==> src/rtl/a2d_rr_seq.sv <==
// Round-robin A2D sequencer: select/read SPI pair per nxt request, rotating lft -> rght -> batt.
// Optional LD_AVG_EN: two-sample averaging on lft_ld/rght_ld (batt always raw).
module a2d_rr_seq #(
  parameter logic [2:0] LFT_CH  = 3'd0,
  parameter logic [2:0] RGHT_CH = 3'd4,
  parameter logic [2:0] BATT_CH = 3'd5
) (
  input  logic        clk,
  input  logic        rst_n,
  input  logic        nxt,
  input  logic        done,
  input  logic [15:0] rd_data,
  output logic        wrt,
  output logic [15:0] cmd,
  output logic [11:0] lft_ld,
  output logic [11:0] rght_ld,
  output logic [11:0] batt,
  output logic        cnv_cmplt,
  output logic        busy
);

  typedef enum logic [1:0] {IDLE, SEL, GAP, READ} state_t;

  state_t      state_q, state_d;
  logic [1:0]  ptr_q, ptr_d;
  logic [1:0]  ptr_eff;
  logic [2:0]  ch_sel;
  logic        wrt_q, wrt_d;
  logic [15:0] cmd_q, cmd_d;
  logic [11:0] lft_q, lft_d;
  logic [11:0] rght_q, rght_d;
  logic [11:0] batt_q, batt_d;
  logic        cnv_q, cnv_d;
  logic [11:0] lft_new, rght_new;

`ifdef LD_AVG_EN
  logic        lft_first_q, lft_first_d;
  logic        rght_first_q, rght_first_d;
  logic [12:0] lft_sum, rght_sum;

  always_comb begin
    lft_sum  = {1'b0, lft_q}  + {1'b0, rd_data[11:0]};
    rght_sum = {1'b0, rght_q} + {1'b0, rd_data[11:0]};
    lft_new  = lft_first_q  ? rd_data[11:0] : lft_sum[12:1];
    rght_new = rght_first_q ? rd_data[11:0] : rght_sum[12:1];
  end
`else
  always_comb begin
    lft_new  = rd_data[11:0];
    rght_new = rd_data[11:0];
  end
`endif

  // Unreachable pointer value 3 behaves exactly like LFT.
  always_comb begin
    ptr_eff = (ptr_q == 2'd3) ? 2'd0 : ptr_q;
    case (ptr_eff)
      2'd1:    ch_sel = RGHT_CH;
      2'd2:    ch_sel = BATT_CH;
      default: ch_sel = LFT_CH;
    endcase
  end

  always_comb begin
    state_d = state_q;
    ptr_d   = ptr_q;
    wrt_d   = 1'b0;
    cmd_d   = cmd_q;
    lft_d   = lft_q;
    rght_d  = rght_q;
    batt_d  = batt_q;
    cnv_d   = 1'b0;
`ifdef LD_AVG_EN
    lft_first_d  = lft_first_q;
    rght_first_d = rght_first_q;
`endif
    case (state_q)
      IDLE: begin
        if (nxt) begin
          wrt_d   = 1'b1;
          cmd_d   = {2'b00, ch_sel, 11'h000};
          state_d = SEL;
        end
      end
      SEL: begin
        if (done) state_d = GAP;
      end
      GAP: begin
        wrt_d   = 1'b1;
        state_d = READ;
      end
      READ: begin
        if (done) begin
          cnv_d   = 1'b1;
          state_d = IDLE;
          case (ptr_eff)
            2'd1: begin
              rght_d = rght_new;
`ifdef LD_AVG_EN
              rght_first_d = 1'b0;
`endif
            end
            2'd2: batt_d = rd_data[11:0];
            default: begin
              lft_d = lft_new;
`ifdef LD_AVG_EN
              lft_first_d = 1'b0;
`endif
            end
          endcase
          ptr_d = (ptr_eff == 2'd2) ? 2'd0 : ptr_eff + 2'd1;
        end
      end
      default: state_d = IDLE;
    endcase
  end

  always_ff @(posedge clk or negedge rst_n) begin
    if (!rst_n) begin
      state_q <= IDLE;
      ptr_q   <= '0;
      wrt_q   <= 1'b0;
      cmd_q   <= '0;
      lft_q   <= '0;
      rght_q  <= '0;
      batt_q  <= '0;
      cnv_q   <= 1'b0;
    end else begin
      state_q <= state_d;
      ptr_q   <= ptr_d;
      wrt_q   <= wrt_d;
      cmd_q   <= cmd_d;
      lft_q   <= lft_d;
      rght_q  <= rght_d;
      batt_q  <= batt_d;
      cnv_q   <= cnv_d;
    end
  end

`ifdef LD_AVG_EN
  always_ff @(posedge clk or negedge rst_n) begin
    if (!rst_n) begin
      lft_first_q  <= 1'b1;
      rght_first_q <= 1'b1;
    end else begin
      lft_first_q  <= lft_first_d;
      rght_first_q <= rght_first_d;
    end
  end
`endif

  assign wrt       = wrt_q;
  assign cmd       = cmd_q;
  assign lft_ld    = lft_q;
  assign rght_ld   = rght_q;
  assign batt      = batt_q;
  assign cnv_cmplt = cnv_q;
  assign busy      = (state_q != IDLE);

endmodule

==> config.mk <==
export PLATFORM = sky130hd
export DESIGN_NAME = a2d_rr_seq
export DESIGN_NICKNAME = d
export VERILOG_FILES = /design/src/rtl/a2d_rr_seq.sv
export SDC_FILE = /design/constraint.sdc
export NUM_CORES = 1
export LEC_CHECK = 0
export ABC_AREA = 1
export CAP_MARGIN = 30
export CORE_ASPECT_RATIO = 0.8
export CORE_MARGIN = 2
export CORE_UTILIZATION = 40
export CTS_CLUSTER_DIAMETER = 100
export DETAILED_ROUTE_END_ITERATION = 10
export GPL_TIMING_DRIVEN = 0
export PLACE_DENSITY = 0.73
export SLEW_MARGIN = 25
export SYNTH_ARGS = -nofsm -noshare
export SYNTH_HDL_FRONTEND = slang
export SYNTH_SLANG_ARGS = --single-unit
==> constraint.sdc <==
create_clock -name clk -period 1.9 [get_ports clk]
set_input_delay 0.285 -clock clk [delete_from_list [all_inputs] [get_ports clk]]
set_output_delay 0.285 -clock clk [all_outputs]
set_load 0.05 [all_outputs]
==> results of run 1 <==
## final timing paths
kind	depth (start not counted)	slack, ns	endpoint	start
worst min-delay path	2	0.49	lft_ld[1]$_DFFE_PN0P_	lft_ld[1]$_DFFE_PN0P_
worst max register to register	5	0.47	ptr_q[0]$_DFFE_PN0P_	ptr_q[0]$_DFFE_PN0P_
worst min register to register	2	0.49	lft_ld[1]$_DFFE_PN0P_	lft_ld[1]$_DFFE_PN0P_
worst max-delay path	1	0.13	rght_ld[4]	rght_ld[4]$_DFFE_PN0P_
max in group asynchronous	3	0.90	rght_ld[1]$_DFFE_PN0P_	rst_n
min in group asynchronous	2	0.50	lft_ld[9]$_DFFE_PN0P_	rst_n
## layer usage
layer,vias up,GRT usage (%),share of wire [%]
met2,52,24.2,45
met1,674,21.1,45
met4,0,6.05,1.5
met5,-,0,0
li1,736,-,-
met3,5,3.74,7.7
## registers in the layout, summed over array words and instances, names as in the netlist
name       flops
rght_ld       12
cmd            2
state_q        2
batt          12
wrt            1
ptr_q          2
lft_ld        12
cnv_cmplt      1
## layout by cell type (no fill, tap or decap), types with 3 or more instances in the layout
master           count
clkdlybuf4s50_1     54
nand2_1             49
dfrtp_1             44
o21ai_2             36
inv_1               20
buf_4               14
conb_1              14
ha_1                 9
buf_6                6
clkbuf_8             5
nand3_1              4
o21ai_0              4
nand2_4              3
bufinv_16            3
## cell usage after synthesis
master / number
buf_4: 14
nand2_2: 1
nand3_1: 4
nand2_1: 49
or2_2: 1
nand2_4: 3
inv_1: 20
o21ai_0: 4
buf_6: 6
ha_1: 9
o21ai_2: 36
inv_4: 1
conb_1: 1
dfrtp_1: 44
## logic make-up (layout without fill, tap and decap cells)
group,Yosys count,in the layout,synth area share [%]
fa+ha+maj,9,9,5.47
simple gates,58,58,12.2
buf+inv,41,107,12.3
compound gates,40,40,16.3
flops,44,44,53.5
other cells,1,14,0.182
## metrics by stage
stage               setup WS (ns)  power (W)  TNS [ns]  utilization [%]
global route               0.0810    0.00592         0             58.9
global placement           -0.608    0.00463    -26.70             55.1
CTS                        0.0228    0.00568         0             59.0
detailed placement         0.0408    0.00469         0             55.6
finish                      0.130    0.00562         0             58.9
floorplan                   0.627    0.00370         0                -
## timing repair
action,4_1_cts,5_1_grt
hold endpoints to repair,21,0
setup endpoints to repair,1,1
resized for setup,2,1
hold buffers,1,0
## final cells by class
class / instances / area share [%]
multi-input combinational: 121 / 25.6
clock inverter: 3 / 3.07
sequential: 44 / 37.6
timing repair buffer: 58 / 20.1
clock buffer: 5 / 2.35
inverter: 21 / 2.78
tap: 62 / 2.65
buffer: 20 / 5.89
## power groups by stage
stage | Sequential, W | Clock, W | Combinational (W)
floorplan | 0.00278 | 0 | 0.000929
global placement | 0.00158 | 0 | 0.00305
detailed placement | 0.00158 | 0 | 0.00311
CTS | 0.00157 | 0.000989 | 0.00312
global route | 0.00161 | 0.00103 | 0.00328
finish | 0.00156 | 0.000975 | 0.00308
==> metrics.md, run 1 <==
| Metric | Value |
|---|---|
| Maximum vdd drop | 0.937 mV |
| Leakage | 1.48 nW |
| CP delay by family, top | buffers and inverters |
| Vias | 1467 |
| Pwr Density | 1920 mW/mm2 |
| CTS H-tree depth | 2 |
| Yosys top cell area share | 53.5% |
| CTS Buf Count | 5 |
| Slowest cell on the critical path | clkdlybuf4s50_1 |
| Die X | 84.2 um |
| Worst hold margin | 0.486 ns |
| Combinational share of power | 54.8% |
| Starting Density | 41.3% |
| ANT nets after route | 0 |
| Seq pwr share | 27.8% |
| Fin cells | 334 |
| Fin area | 0.00293 mm2 |
| HPWL after detailed placement | 3120 um |
| Skew final | 0.00847 ns |
| Multi-input logic area | 751 um2 |
| Switch Pwr | 0.00260 W |
| Via density | 4.39 |
| Crit. End Element | primary output |
| Slew @ Worst Pin | 0.544 ns |
| Slew headroom | 63.7% |
| Area grow syn2layout | 42.5% |
| Die area | 0.00574 mm2 |
| Synth cell types | 14 |
| Total global-route track usage | 15.5% |
| Routed wire per std cell | 12.5 um |
| Sequential element share of the synthesized area | 53.5% |
| Highest clock rate | 565 MHz |
| Postcts setup bufs | 0 |
| CTS tree | yes |
| Worst path max stage delay | 0.82 ns |
| First-pass iteration count of the detailed router | 4 |
| Crit path DAT | 1.49 ns |
| Global-route wire length before repair | 6790 um |
| Status | completed |
| Yosys reg bits | 44 |
| Number of port buffers | 56 |
| Global route overflow | 0 |
| Tcrit/Tclk final | 93.2% |
| Core area | 0.00498 mm2 |
| IO Count | 75 |
| DRC Markers | 0 |
| WP data required | 1.62 ns |
| DIE HEIGHT | 68.1 um |
| Final worst path period need | 1.77 ns |
| Endpoints failing hold | 0 |
| Cell Chain, Critical Path | clkdlybuf4s50_1 |
| Post-DP Area | 0.00277 mm2 |
| Worst setup SP type | flop |
| Fillcell total | 427 |
| Syn Area/Cell | 10.7 um2 |
| Max Cap Viol | 0 |
| Internal Power | 0.00302 W |
| Vias in the first global route | 1407 |
| Clk sinks | 44 |
| FF+latch area | 0.00110 mm2 |
| Largest net degree at the start of global routing | 24 |
| CP bufs+invs | 1 |
| Skew-Pair Late Insertion Delay | 0.29 ns |
| Initial antenna violation count | 0 |
| Worst Path Max Fanout | 2 |
| Net Sw Frac | 46.3% |
| Cells after DPL | 325 |
| RSZ-0062 raised after global routing | no |
| Slew Limit Fails | 0 |
| Synth Cell Area | 0.00206 mm2 |
| Setup CP Type | reg2out |
| Synth area leaders | dfrtp_1 54%, o21ai_2 15%, nand2_1 8.9%, ha_1 5.5%, buf_4 5.1% |
| Final WL | 4170 um |
| Initial DRC Count | 42 |
| Worst-path clk slew | 0.08 ns |
| Synthesis warning total | 0 |
| Fin nets | 300 |
| Final setup fails | 0 |
| Final RePlAce weighted congestion | 0.724 |
| Antenna Cells | 0 |
| Synth area leader | dfrtp_1 |
| Clock tree buffer depth | 2 |
| Clock share of power | 17.3% |
| HP Class | reg2reg |
| Synthesized instance count | 193 |
| Row Count | 23 |
| CTS Root Cell | clkbuf_8 |
| Layout cells sized above 1 | 26.8% |
Note: power is estimated with default switching activity, not from simulation.
==> inputs of run 2 (changes only) <==
--- a/config.mk
+++ b/config.mk
@@ -14,6 +14,7 @@
 export DETAILED_ROUTE_END_ITERATION = 10
 export GPL_TIMING_DRIVEN = 0
 export PLACE_DENSITY = 0.73
+export REMOVE_ABC_BUFFERS = 1
 export SLEW_MARGIN = 25
 export SYNTH_ARGS = -nofsm -noshare
 export SYNTH_HDL_FRONTEND = slang
==> run 2 against run 1 <==
Compared with the run above: count of clock-buffer cells in the layout grew 1; combinational power shrank 3%; design area is 8.5% lower; global-route usage decreased by 1.9 points; largest cell class unchanged; largest power group unchanged.
==> metrics.md, run 2 (same netlist as run 1, synthesis figures left out) <==
| Metric | Value |
|---|---|
| HP Class | in2async |
| Fin nets | 279 (-7.0%) |
| Slew Limit Fails | 0 (unchanged) |
| Routed wire per std cell | 11.7 um (-6.1%) |
| Internal Power | 0.00259 W (-14%) |
| Slew headroom | 59.5% (-4.3 points) |
| Setup CP Type | reg2out |
| CTS Buf Count | 5 (unchanged) |
| Worst hold margin | 0.00986 ns (-0.477 ns) |
| Global-route wire length before repair | 5980 um (-12%) |
| Core area | 0.00498 mm2 (unchanged) |
| Final RePlAce weighted congestion | 0.748 (+3.3%) |
| Slew @ Worst Pin | 0.608 ns (+0.0642 ns) |
| Starting Density | 41.3% (unchanged) |
| Crit. End Element | primary output |
| Highest clock rate | 573 MHz (+1.4%) |
| CP bufs+invs | 1 (unchanged) |
| Final setup TNS | 0 ns (unchanged) |
| Status | completed |
| Die X | 84.2 um (unchanged) |
| Crit path DAT | 1.46 ns (-0.03 ns) |
| Initial DRC Count | 37 (-12%) |
| Switch Pwr | 0.00254 W (-2.4%) |
| Worst-path clk slew | 0.08 ns (about the same) |
| Row Count | 23 (unchanged) |
| Cell Chain, Critical Path | clkdlybuf4s50_1 |
| Total global-route track usage | 13.6% (-1.9 points) |
| DIE HEIGHT | 68.1 um (unchanged) |
| Clock share of power | 11.3% (-6.0 points) |
| DRC Markers | 0 (unchanged) |
| Largest net degree at the start of global routing | 26 (+8.3%) |
| Skew final | 0.00418 ns (-0.00429 ns) |
| First-pass iteration count of the detailed router | 4 (unchanged) |
| RSZ-0062 raised after global routing | no |
| Postcts setup bufs | 0 (unchanged) |
| DP Worst Slack | 0.0297 ns (-0.0111 ns) |
| Max Cap Viol | 0 (unchanged) |
| Final setup fails | 0 (unchanged) |
| Worst Path Max Fanout | 2 (unchanged) |
| ANT nets after route | 0 (unchanged) |
| Worst setup SP type | flop |
| Commonest non-fill, non-tap cells in the layout | 54 x clkdlybuf4s50_1, 49 x nand2_1, 44 x dfrtp_1, 36 x o21ai_2, 20 x inv_1 |
| Skew-Pair Late Insertion Delay | 0.28 ns (about the same) |
| Final WL | 3670 um (-12%) |
| Final worst path period need | 1.75 ns (-0.0237 ns) |
| Net Sw Frac | 49.5% (+3.2 points) |
| Combinational share of power | 58.5% (+3.7 points) |
| R2R Setup Slk | 0.50 ns (+0.03 ns) |
| CTS tree | yes |
| R2R Path End | ptr_q[0]$_DFFE_PN0P_ |
| Tcrit/Tclk final | 91.9% (-1.2 points) |
| Final worst slack | 0.153 ns (+0.0237 ns) |
| Worst path max stage delay | 0.81 ns (about the same) |
| CP delay by family, top | buffers and inverters |
| CTS H-tree depth | 2 (unchanged) |
| Worst reg-to-reg path cell count | 4 (-1) |
| Area grow syn2layout | 30.4% |
| WP data required | 1.62 ns (about the same) |
| Reg2reg start | ptr_q[0]$_DFFE_PN0P_ |
| Clk sinks | 44 (unchanged) |
| Fillcell total | 467 (+9.4%) |
| Layout cells sized above 1 | 21.1% (-5.7 points) |
| Die area | 0.00574 mm2 (unchanged) |
| Antenna Cells | 0 (unchanged) |
| Vias | 1367 (-6.8%) |
| Global route overflow | 0 (unchanged) |
| Seq pwr share | 30.2% (+2.4 points) |
| HPWL after detailed placement | 2710 um (-13%) |
| Maximum vdd drop | 1.02 mV (+9.0%) |
| Overall power | 0.00513 W (-8.7%) |
| Pwr Density | 1910 mW/mm2 (-0.20%) |
| Via density | 4.37 (-0.56%) |
| IO Count | 75 (unchanged) |
| Clock tree buffer depth | 2 (unchanged) |
| Initial antenna violation count | 0 (unchanged) |
| Final Util | 53.9% (-5.0 points) |
| Slowest cell on the critical path | clkdlybuf4s50_1 |
| Endpoints failing hold | 0 (unchanged) |
| CTS Root Cell | clkbuf_8 |
| Vias in the first global route | 1220 (-13%) |
| Number of port buffers | 56 (unchanged) |
| Leakage | 1.33 nW (-9.7%) |
| Most common library cell in the layout ignoring fill and taps | clkdlybuf4s50_1 |
-- run 2: area by class of cell --
| class | instances | area (um2) | share of cell area, % |
|---|---|---|---|
| Clock buffer | 6 | 82.6 | 3.08 |
| Tap cell | 62 | 77.6 | 2.89 |
| Timing Repair Buffer | 57 | 578 | 21.6 |
| Clock inverter | 2 | 10.0 | 0.373 |
| Sequential cell | 44 | 1100 | 41.1 |
| Multi-Input combinational cell | 121 | 751 | 28.0 |
| Inverter | 21 | 81.3 | 3.03 |
-- run 2: worst max-delay path by stage --
stage	startpoint	to	slack (ns)	cells past startpoint
after floorplan	state_q[0]$_DFFE_PN0P_	busy	0.63	3
final	batt[4]$_DFFE_PN0P_	batt[4]	0.15	1
after detailed placement	state_q[0]$_DFFE_PN0P_	busy	0.03	4
after global routing	rght_ld[11]$_DFFE_PN0P_	rght_ld[11]	0.09	1
after CTS	state_q[0]$_DFFE_PN0P_	busy	0.008	4
after global placement	rst_n	lft_ld[6]$_DFFE_PN0P_	-0.68	1
-- run 2: power groups by stage --
stage | Sequential [W] | Combinational [W] | Clock (W)
after floorplan | 0.00278 | 0.000870 | 0
after global placement | 0.00156 | 0.00299 | 0
after detailed placement | 0.00157 | 0.00304 | 0
after CTS | 0.00156 | 0.00304 | 0.000614
after global routing | 0.00161 | 0.00319 | 0.000646
final | 0.00155 | 0.00300 | 0.000579
-- run 2: layer usage --
layer	track usage, %	vias up	wire (um)
met4	4.84	0	34
met2	22.6	36	1770
met1	17.6	638	1720
li1	-	691	-
met3	3.26	2	148
met5	0	-	0
-- run 2: worst reg2reg max path, stage by stage (launching register included) --
cell     delay, ns
dfrtp_1       0.38
inv_1         0.08
ha_1          0.34
nand2_4       0.30
o21ai_0       0.16
-- run 2: timing repair --
item,4_1_cts,5_1_grt
resized for setup,2,1
hold buffers,0,0
endpoints found under the setup margin,1,1
-- run 2: through the flow --
stage	cell area, um2	instances
final	2680	313
after global routing	2680	313
after CTS	2690	313
after detailed placement	2590	305
after global placement	2570	304
after floorplan	1930	186
==> variant 1, RTL diff (flow settings as in run 2) <==
The 4 states of `state_t` get a one-hot encoding in 4 bits.
--- a/src/rtl/a2d_rr_seq.sv
+++ b/src/rtl/a2d_rr_seq.sv
@@ -19,7 +19,7 @@
   output logic        busy
 );
 
-  typedef enum logic [1:0] {IDLE, SEL, GAP, READ} state_t;
+  typedef enum logic [3:0] {IDLE = 4'b0001, SEL = 4'b0010, GAP = 4'b0100, READ = 4'b1000} state_t;
 
   state_t      state_q, state_d;
   logic [1:0]  ptr_q, ptr_d;
Check against the original RTL: no difference found for any inputs over 10 cycles, from zero or initial values and one cycle with rst_n low; not proved beyond that.
==> variant 1 against run 2 <==
Count of clock-buffer cells in the layout rose by 1; global-route usage rose by 3.4 points; routed wire length rose by 19%; highest routed layer unchanged; hold slack improved by 0.46 ns; die area fell by 2.2%; worst setup slack got worse by 0.033 ns; synthesized area fell by 2.3%; clock skew fell by 0.00089 ns; register-to-register slack got worse by 0.29 ns; critical path depth did not move; final area fell by 1.6%; sequential cell count rose by 2.
Power is not compared: it rests on default switching activity, and its combinational part moved more than twofold at a synthesized area within 25%.
==> variant 1: results (changes against run 2) <==
Drt
  • Via count: 1572 (was 1367)
  • DRT Pass-1 Iters: 7 (was 4)
  • Met3 wire len: 275 um (was 148 um)
  • Wl on met1: 2.05 mm (was 1.72 mm)

Timing
  • Crit path time final: 1.78 ns (was 1.75 ns)
  • Transition time of the tightest slew-check pin: 0.587 ns (was 0.608 ns)

Synthesis
  • Synth top cells by count: nand2_1, dfrtp_1, buf_4 (was nand2_1, dfrtp_1, o21ai_2)
  • Syn Inst Count: 229 (was 193)
  • Register area share after synthesis: 57.3% (was 53.5%)
  • Cell Area, Synth: 2010 um^2 (was 2060 um^2)
  • Yosys cell types: 17 (was 14)

Global routing
  • Largest net degree at the start of global routing: 25 (was 26)
  • Met3 global-route usage: 5.13% (was 3.26%)
  • Met2 Usage GRT: 27.6% (was 22.6%)
  • GRT Overall Usage: 16.9% (was 13.6%)

CTS
  • Worst skew pair latency: 0.30 ns (was 0.28 ns)
  • Hold_buf cts: 1 (was 0)
  • PostCTS Resize Cnt: 1 (was 2)

Cells and area
  • FF+latch area: 1150 um^2 (was 1100 um^2)
  • Fraction of layout instances using a drive strength above 1: 6.62% (was 21.1%)
  • Final Cell Area: 2640 um^2 (was 2680 um^2)
  • Fraction of area in multi-input gates: 26.4% (was 28.0%)
  • Clock buf/inv share: 2.89% (was 3.45%)
  • Multi-input comb cells: 163 (was 121)
  • Finished Layout Cells: 349 (was 313)
  • Clk_buf instances: 7 (was 6)
  • Fillers: 469 (was 467)
  • Seq_cells: 46 (was 44)
  • Final net count: 311 (was 279)
  • Data buffer area share: 22.3% (was 21.6%)
  • Inverters: 13 (was 21)

Worst setup path
  • CP endpoint: lft_ld[10] (was batt[4])
  • Register-to-register setup slack: 0.21 ns (was 0.50 ns)
  • Reg2reg path depth: 7 (was 4)

Status
  • Status: finished, final reports clean (unchanged)

Placement
  • Dpl ws: 0.0275 ns (was 0.0297 ns)
variant 1: worst min path at each step:
stage | start | end | slack (ns) | cells past startpoint
finish | batt[8]$_DFFE_PN0P_ | batt[8]$_DFFE_PN0P_ | 0.47 | 2
CTS | cmd[11]$_DFFE_PN0P_ | cmd[11]$_DFFE_PN0P_ | 0.48 | 2
global route | rght_ld[6]$_DFFE_PN0P_ | rght_ld[6]$_DFFE_PN0P_ | 0.50 | 2
global placement | rght_ld[4]$_DFFE_PN0P_ | rght_ld[4]$_DFFE_PN0P_ | 0.46 | 2
floorplan | rst_n | batt[0]$_DFFE_PN0P_ | -0.01 | 0
detailed placement | rst_n | cnv_cmplt$_DFF_PN0_ | 0.32 | 1
variant 1: cells by family after synthesis:
kind of cell | Yosys count | share of synthesized area, %
buffers and inverters | 33 | 10.5
adders and majority gates | 4 | 2.49
AOI/OAI and AO/OA | 5 | 1.25
DFF | 46 | 57.3
other | 1 | 0.187
and+or+nand+nor | 140 | 28.3
==> variant 2, RTL diff (flow settings as in run 2) <==
Without the edit above. The option `LD_AVG_EN` is turned on by a define.
--- a/src/rtl/a2d_rr_seq.sv
+++ b/src/rtl/a2d_rr_seq.sv
@@ -1,5 +1,7 @@
 // Round-robin A2D sequencer: select/read SPI pair per nxt request, rotating lft -> rght -> batt.
 // Optional LD_AVG_EN: two-sample averaging on lft_ld/rght_ld (batt always raw).
+`define LD_AVG_EN
+
 module a2d_rr_seq #(
   parameter logic [2:0] LFT_CH  = 3'd0,
   parameter logic [2:0] RGHT_CH = 3'd4,
Behaviour: same outputs for any inputs over 10 cycles, from zero or initial values and one cycle with rst_n low; that may be too few to reach the edited logic, so the function may still have changed.
==> variant 2 against run 2 <==
The run now ends with hold timing left; sequential cell count up 2; highest routed layer unchanged; power up 52%; register-to-register slack worse by 0.42 ns; routed wire length rose to 2.5 times the old value; largest cell class is now multi-input combinational cells; synthesized area up 69%; worst setup slack worse by 0.10 ns; final area up 63%; fmax down 5.6%.
==> variant 2: results (changes against run 2) <==
Timing
  • Final Hold Fails: 43 (was 0)
  • Final hold slack: -0.0265 ns (was 0.00986 ns)

Global routing
  • GRT Overall Usage: 20.3% (was 13.6%)
  • M1 GR Usage: 27.1% (was 17.6%)
  • First-pass GRT wire length: 15.2 mm (was 5.98 mm)

Cells and area
  • Area Overhead vs Synth: 25.5% (was 30.4%)
  • Fraction of area in multi-input gates: 47.8% (was 28.0%)
  • Data buffer area share: 14.5% (was 21.6%)
  • FF+latch area: 1150 um^2 (was 1100 um^2)
  • Inverters: 70 (was 21)
  • Clock buf/inv share: 2.06% (was 3.45%)

Synthesis
  • Synth top cells by count: nand2_1, inv_1, dfrtp_1 (was nand2_1, dfrtp_1, o21ai_2)
  • Synth area leaders: dfrtp_1, nand2_1, ha_1, inv_1, a21oi_1 (was dfrtp_1, o21ai_2, nand2_1, ha_1, buf_4)
  • Mux contribution to synthesized area: 0.969% (was 0%)
  • Syn_area_per_cell: 7.04 um^2 (was 10.7 um^2)
  • Yosys cell types: 38 (was 14)
  • Register area share after synthesis: 33.1% (was 53.5%)

Placement
  • Dpl ws: -0.437 ns (was 0.0297 ns)
  • Placer congestion estimate: 0.906 (was 0.748)

Drt
  • Via density: 4.95 (was 4.37)

Status
  • Status: complete, but fails checks (was finished, final reports clean)
  • Failing checks: hold timing

Worst setup path
  • Reg2reg path depth: 13 (was 4)
  • Arr. time, crit path: 1.56 ns (was 1.46 ns)

Pwr
  • PD cells: 1780 nW/um^2 (was 1910 nW/um^2)
  • Maximum vdd drop: 0.955 mV (was 1.02 mV)
[variant 2: cell count changes after synthesis, sizes merged, moves of 8 or more]
cell and change:
a21oi +32, o21ai -13, ha +21, nand4 +8, nor2 +25, inv +48
nand3 +26, nand2 +116
[variant 2: path summary, 6_finish.rpt]
path                                        startpoint               endpoint  slack (ns)
max in group asynchronous                        rst_n  lft_ld[6]$_DFFE_PN0P_        1.51
min in group clk                            rd_data[5]    batt[5]$_DFFE_PN0P_        0.40
worst max-delay path            rght_ld[4]$_DFFE_PN0P_             rght_ld[4]        0.05
worst min-delay path                             rst_n    batt[6]$_DFFE_PN0P_       -0.03
worst min register to register    batt[11]$_DFFE_PN0P_   batt[11]$_DFFE_PN0P_        0.49
worst max register to register   lft_ld[0]$_DFFE_PN0P_  lft_ld[7]$_DFFE_PN0P_        0.08
[variant 2: repair_timing]
action | CTS | global route
endpoints found under the setup margin | 12 | 24
buffers inserted | 1 | 6
gates cloned | 0 | 1
pin swaps | 0 | 2
gates resized for setup | 10 | 30
